### config.mk
export PLATFORM = sky130hd
export DESIGN_NAME = tdc_pulse_meter
export DESIGN_NICKNAME = d
export VERILOG_FILES = /design/src/rtl/tdc_pkg.sv /design/src/rtl/tdc_sat_counter.sv /design/src/rtl/tdc_pulse_meter.sv
export SDC_FILE = /design/constraint.sdc
export NUM_CORES = 1
export LEC_CHECK = 0
export CAP_MARGIN = 20
export CORE_ASPECT_RATIO = 0.75
export CORE_MARGIN = 4
export CORE_UTILIZATION = 30
export DETAILED_ROUTE_END_ITERATION = 7
export SYNTH_ARGS = -nofsm -noshare
export SYNTH_HDL_FRONTEND = slang
export SYNTH_SLANG_ARGS = --single-unit
### constraint.sdc
create_clock -name clk -period 3 [get_ports clk]
set_clock_uncertainty 0.1 [all_clocks]
set_input_delay 0.6 -clock clk [delete_from_list [all_inputs] [get_ports clk]]
set_output_delay 0.6 -clock clk [all_outputs]
set_load 0.03 [all_outputs]
### src/rtl/tdc_pkg.sv
// Shared types and constants for the TDC pulse meter.
package tdc_pkg;

  typedef enum logic [2:0] {
    IDLE, COUNT, LATCH, SEND, GUARD1, GUARD2, WAIT_EOT
  } state_t;

  localparam logic [7:0] HEADER_DEFAULT = 8'hA5;
  localparam int STAT_SAT    = 0;
  localparam int STAT_MISSED = 1;

endpackage

### src/rtl/tdc_sat_counter.sv
// Saturating up-counter: load1 restarts at 1, en counts up; sat sticks once all-ones is reached.
module tdc_sat_counter
  import tdc_pkg::*;
#(
  parameter int WIDTH = 16
) (
  input  logic             clk,
  input  logic             reset,
  input  logic             load1,
  input  logic             en,
  output logic [WIDTH-1:0] count,
  output logic             sat
);

  localparam logic [WIDTH-1:0] MAXV = '1;

  logic [WIDTH-1:0] nxt;
  assign nxt = count + WIDTH'(1);

  always_ff @(posedge clk) begin
    if (reset) begin
      count <= '0;
      sat   <= 1'b0;
    end else if (load1) begin
      count <= WIDTH'(1);
      sat   <= 1'b0;
    end else if (en && count != MAXV) begin
      count <= nxt;
      if (nxt == MAXV) sat <= 1'b1;
    end
  end

endmodule

### src/rtl/tdc_pulse_meter.sv
// Measures the high time of stop in clk cycles, then ships header/status/count bytes
// through the byte-wide transmitter handshake.
module tdc_pulse_meter
  import tdc_pkg::*;
#(
  parameter int         CNT_W       = 16,   // multiple of 8, 8..32
  parameter bit         SEND_HEADER = 1'b1,
  parameter logic [7:0] HEADER      = HEADER_DEFAULT
) (
  input  logic             clk,
  input  logic             reset,
  input  logic             stop,
  output logic [7:0]       tx_data,
  output logic             tx_stt,
  input  logic             tx_eot,
  output logic             busy,
  output logic             overflow,
  output logic [CNT_W-1:0] last_count
);

  localparam int NBYTES  = CNT_W / 8;
  localparam int HDR     = SEND_HEADER ? 1 : 0;
  localparam int FRAME_N = NBYTES + 1 + HDR;

  state_t           state, next;
  logic             sync1, s_q, s_prev, rise;
  logic [CNT_W-1:0] cnt, result, mux_cnt;
  logic             sat, missed;
  logic [7:0]       status, stat_now, mux_stat, frame_byte;
  logic [2:0]       idx, mux_idx;

  assign rise = s_q & ~s_prev;
  assign busy = (state != IDLE);

  tdc_sat_counter #(.WIDTH(CNT_W)) u_cnt (
    .clk   (clk),
    .reset (reset),
    .load1 (state == IDLE && rise),
    .en    (state == COUNT && s_q),
    .count (cnt),
    .sat   (sat)
  );

  always_comb begin
    next = state;
    case (state)
      IDLE:     if (rise) next = COUNT;
      COUNT:    if (!s_q) next = LATCH;
      LATCH:    next = SEND;
      SEND:     next = GUARD1;
      GUARD1:   next = GUARD2;
      GUARD2:   next = WAIT_EOT;
      WAIT_EOT: if (tx_eot) next = (idx == 3'(FRAME_N - 1)) ? IDLE : SEND;
      default:  next = IDLE;
    endcase
  end

  // tx_data is loaded on entry to SEND so it is already valid in the strobe cycle;
  // from LATCH the mux must look at the not-yet-latched count and flags.
  always_comb begin
    stat_now              = '0;
    stat_now[STAT_SAT]    = sat;
    stat_now[STAT_MISSED] = missed;
    mux_idx    = (state == LATCH) ? 3'd0 : idx + 3'd1;
    mux_stat   = (state == LATCH) ? stat_now : status;
    mux_cnt    = (state == LATCH) ? cnt : result;
    frame_byte = 8'h00;
    if (SEND_HEADER && mux_idx == 3'd0) frame_byte = HEADER;
    else if (mux_idx == 3'(HDR)) frame_byte = mux_stat;
    else
      for (int j = 0; j < NBYTES; j++)
        if (mux_idx == 3'(HDR + 1 + j)) frame_byte = mux_cnt[CNT_W-1-8*j -: 8];
  end

  // Synchroniser resets high so a stop held across reset needs a fresh edge.
  always_ff @(posedge clk) begin
    if (reset) begin
      sync1  <= 1'b1;
      s_q    <= 1'b1;
      s_prev <= 1'b1;
    end else begin
      sync1  <= stop;
      s_q    <= sync1;
      s_prev <= s_q;
    end
  end

  always_ff @(posedge clk) begin
    if (reset) begin
      state      <= IDLE;
      tx_data    <= '0;
      tx_stt     <= 1'b0;
      overflow   <= 1'b0;
      last_count <= '0;
      result     <= '0;
      status     <= '0;
      missed     <= 1'b0;
      idx        <= '0;
    end else begin
      state  <= next;
      tx_stt <= (next == SEND);
      if (next == SEND) tx_data <= frame_byte;

      if (state == LATCH) begin
        result     <= cnt;
        last_count <= cnt;
        overflow   <= sat;
        status     <= stat_now;
        idx        <= '0;
      end else if (state == WAIT_EOT && tx_eot) begin
        idx <= idx + 3'd1;
      end

      if (rise && state != IDLE && state != COUNT) missed <= 1'b1;
      else if (state == LATCH) missed <= 1'b0;
    end
  end

endmodule

==> impl_metrics.yaml <==
run_status:
  run_status: "completed"
yosys:
  synth.avg_cell_area_um2: 8.57
  synth_warnings: 0
  post-synth-top-area-fraction_pct: 47.6
  ys_types: 50
  post_synth_edffs: 0
  synth.ff_latch_count: 77
  synth.yosys.seq_area_share_pct: 47.6
  netlist_area_um2: 3240
  yosys_most_used_dff: "dfxtp_1"
  synth_area_leaders: "dfxtp_1, nand2_1, a21oi_1, xnor2_1, nor2_1"
  number_of_cells_produced_by_synthesis: 378
  synth_top_cell_by_area: "dfxtp_1"
  syn_nets: 386
  ys_async_sr_fraction_pct: 0
timing:
  final_min_period_over_clock_period_pct: 81.4
  max_slew.worst_pin.slew_ps: 630
  maxClockFrequency_ghz: 0.410
  post-route-min-period_ps: 2440
  count_of_final_max_slew_check_failures: 0
  max-slew-margin-rel_pct: 57.9
  setup_tns_ps: 0
  setup_viol_count_final: 0
  final_hold_viol_count: 0
  rsz0062_at_grt: "false"
routing:
  met3_length_um: 518
  route.detailed.vias_per_inst: 4.96
  starting_drc_count_in_detailed_routing: 228
  maxUsedRoutingLayer: "met4"
  detail_route.drc_violations: 0
  wirelength_met1_um: 3970
  wire_length_per_cell_after_detailed_routing_um: 14.4
  final_wirelength_um: 7760
  dr_total_vias: 2676
  detailedRoute.firstPassIterationCount: 4
  final_antenna_net_count: 0
  routed_met2_length_um: 3130
grt:
  antenna_found_initial: 0
  global_route_wire_length_before_repair_um: 12800
  pin_count_of_the_biggest_net_entering_global_routing: 41
  overflow: 0
  grt_pass1_vias: 2517
  groute.usage.overall_pct: 12.9
cells_and_area:
  multi_input_comb_area_um2: 1540
  mostFrequentLayoutCells: "dfxtp_1, nand2_1, a21oi_1"
  filler_cell_count: 1073
  layout_commonest_cell: "dfxtp_1"
  final_layout_size_suffix_gt1_share_pct: 7.94
  post-route-cell-area_um2: 3890
  post_layout_nonfiller_instances: 539
  final_net_count: 406
  area.sequential_um2: 1540
  post_synthesis_to_final_layout_area_growth_pct: 20.0
  antenna_cells: 0
worst_setup_path:
  timing.setup.critical_path_class: "flip-flop to output pin"
  r2r_cells: 6
  regToRegEndpoint: "u_cnt.sat"
  timing.critical_path.from_type: "flip-flop"
  critical_path_at_ps: 1740
  r2r_start: "u_cnt.count[0]"
  ff2ff_setup_slack_ps: 710
  timing.critical_path.to_type: "output pin"
  critPathRequiredTime_ps: 2300
  cp_max_fo: 11
clock_network:
  hold_buffers: 0
  cts_tree: "done"
  cts_max_level: 3
  clockRootBuffer: "clkbuf_16"
  count_of_instances_resized_after_the_clock_tree_is_built: 0
  clk_transition_reported_paths_ps: 50
  cts_max_path_buffers: 2
  cts-buffers-inserted: 9
  clk-insertion-delay-late_ps: 340
  clock-sinks: 77
  total_setup_buffers_inserted_after_cts: 0
power_and_ir_drop:
  power_per_cell_area_nw_per_um2: 528
  comb_power_share_pct: 2.5
  vdd.ir_drop.worst_uv: 267
  internal_power_mw: 1.60
  power.total_mw: 2.05
  power.net_switching_mw: 0.454
  static-leakage-power_nw: 1.25
  power_switching_share_pct: 22.1
  pwr-share-seq_pct: 50.4
  clockPowerShare_pct: 47.1
floorplanning:
  design.portCount: 31
  floorplan.rows: 32
  core_area_um2: 10400
  dieHeight_um: 98.0
  floorplan.initialDensity_pct: 31.1
  die_x_um: 128
  die-area_um2: 12500
placed_design:
  post-place-cells: 523
  place_area_um2: 3630
  hpwl_um: 5520
  buffer_ports.inserted: 30
  place_congestion: 0.883
min_path:
  holdPathStages: 1
  hold_path.class: "flip-flop to flip-flop"
  hold_path_start: "sync1"
  worst_hold_path.endpoint: "s_q"
run:
  max-cap-violations: 0
## state kept, by name, indices dropped and copies added, names as in the netlist, 3 cells and up
signal	count
status	8
tx_data	8
last_count	16
state	3
idx	3
u_cnt.count	16
result	16
## cells in the mapped netlist, types with 4 or more instances
cell type / instances
xnor2_1: 16
nand3_1: 10
a22oi_1: 4
nor4_1: 6
mux2_2: 4
and2_1: 7
buf_2: 5
o21ai_0: 4
nor2_1: 30
o2bb2ai_1: 4
clkbuf_1: 20
inv_1: 8
mux2i_1: 5
nor3_1: 12
nand2b_1: 4
nand4_1: 5
a221oi_1: 5
a21oi_1: 44
ha_1: 4
dfxtp_1: 77
nand2_1: 62
## power groups by stage
stage | logic, mW | clock network, mW | registers (mW)
floorplan | 0.0361 | 0 | 1.05
global placement | 0.0505 | 0 | 1.06
detailed placement | 0.0508 | 0 | 1.06
CTS | 0.0512 | 0.989 | 1.03
global route | 0.0560 | 1.03 | 1.04
finish | 0.0507 | 0.968 | 1.03
## through the flow
stage / utilization [%] / setup slack [ps] / hold WS (ps)
floorplan: - / 949 / 289
global placement: 34.9 / 679 / 303
detailed placement: 34.9 / 657 / 305
CTS: 37.4 / 536 / 320
global route: 37.4 / 486 / 332
finish: 37.4 / 559 / 314
## critical path, cell delays in order (launching register included)
cell and delay [ps]:
dfxtp_1 390, or3_1 410, clkdlybuf4s50_1 610
## area by class of cell
class,instances,area share (%)
Timing Repair Buffer,37,8.94
Multi-Input combinational cell,264,39.5
Inverter,9,0.869
Clock inverter,5,0.708
Tap cell,136,4.38
Sequential cell,77,39.6
Clock buffer,11,5.98
## worst max path at each step
stage / slack, ps / cells past startpoint / startpoint / endpoint
final: 560 / 2 / state[1] / busy
after global routing: 490 / 2 / state[2] / busy
after CTS: 540 / 2 / state[1] / busy
after detailed placement: 660 / 6 / tx_eot / tx_data[0]
after global placement: 680 / 6 / tx_eot / tx_data[0]
after floorplan: 950 / 6 / u_cnt.count[0] / u_cnt.sat
## metal layers
layer / track usage [%] / up-vias
met2: 17.1 / 63
met4: 4.81 / 0
met3: 4.70 / 14
met1: 18.9 / 1254
li1: - / 1345
met5: 0 / -
## kinds of logic (layout without fill, tap and decap cells)
family | after synthesis | count (layout) | synth area share (%)
DFF | 77 | 77 | 47.6
muxes | 9 | 9 | 2.93
adders and majority gates | 4 | 4 | 1.54
xor gates and xnor gates | 19 | 19 | 5.14
AOI/OAI and AO/OA | 74 | 74 | 14.2
and+or+nand+nor | 158 | 158 | 23.5
buffers and inverters | 37 | 62 | 5.06
Note: power is estimated with default switching activity, not from simulation.
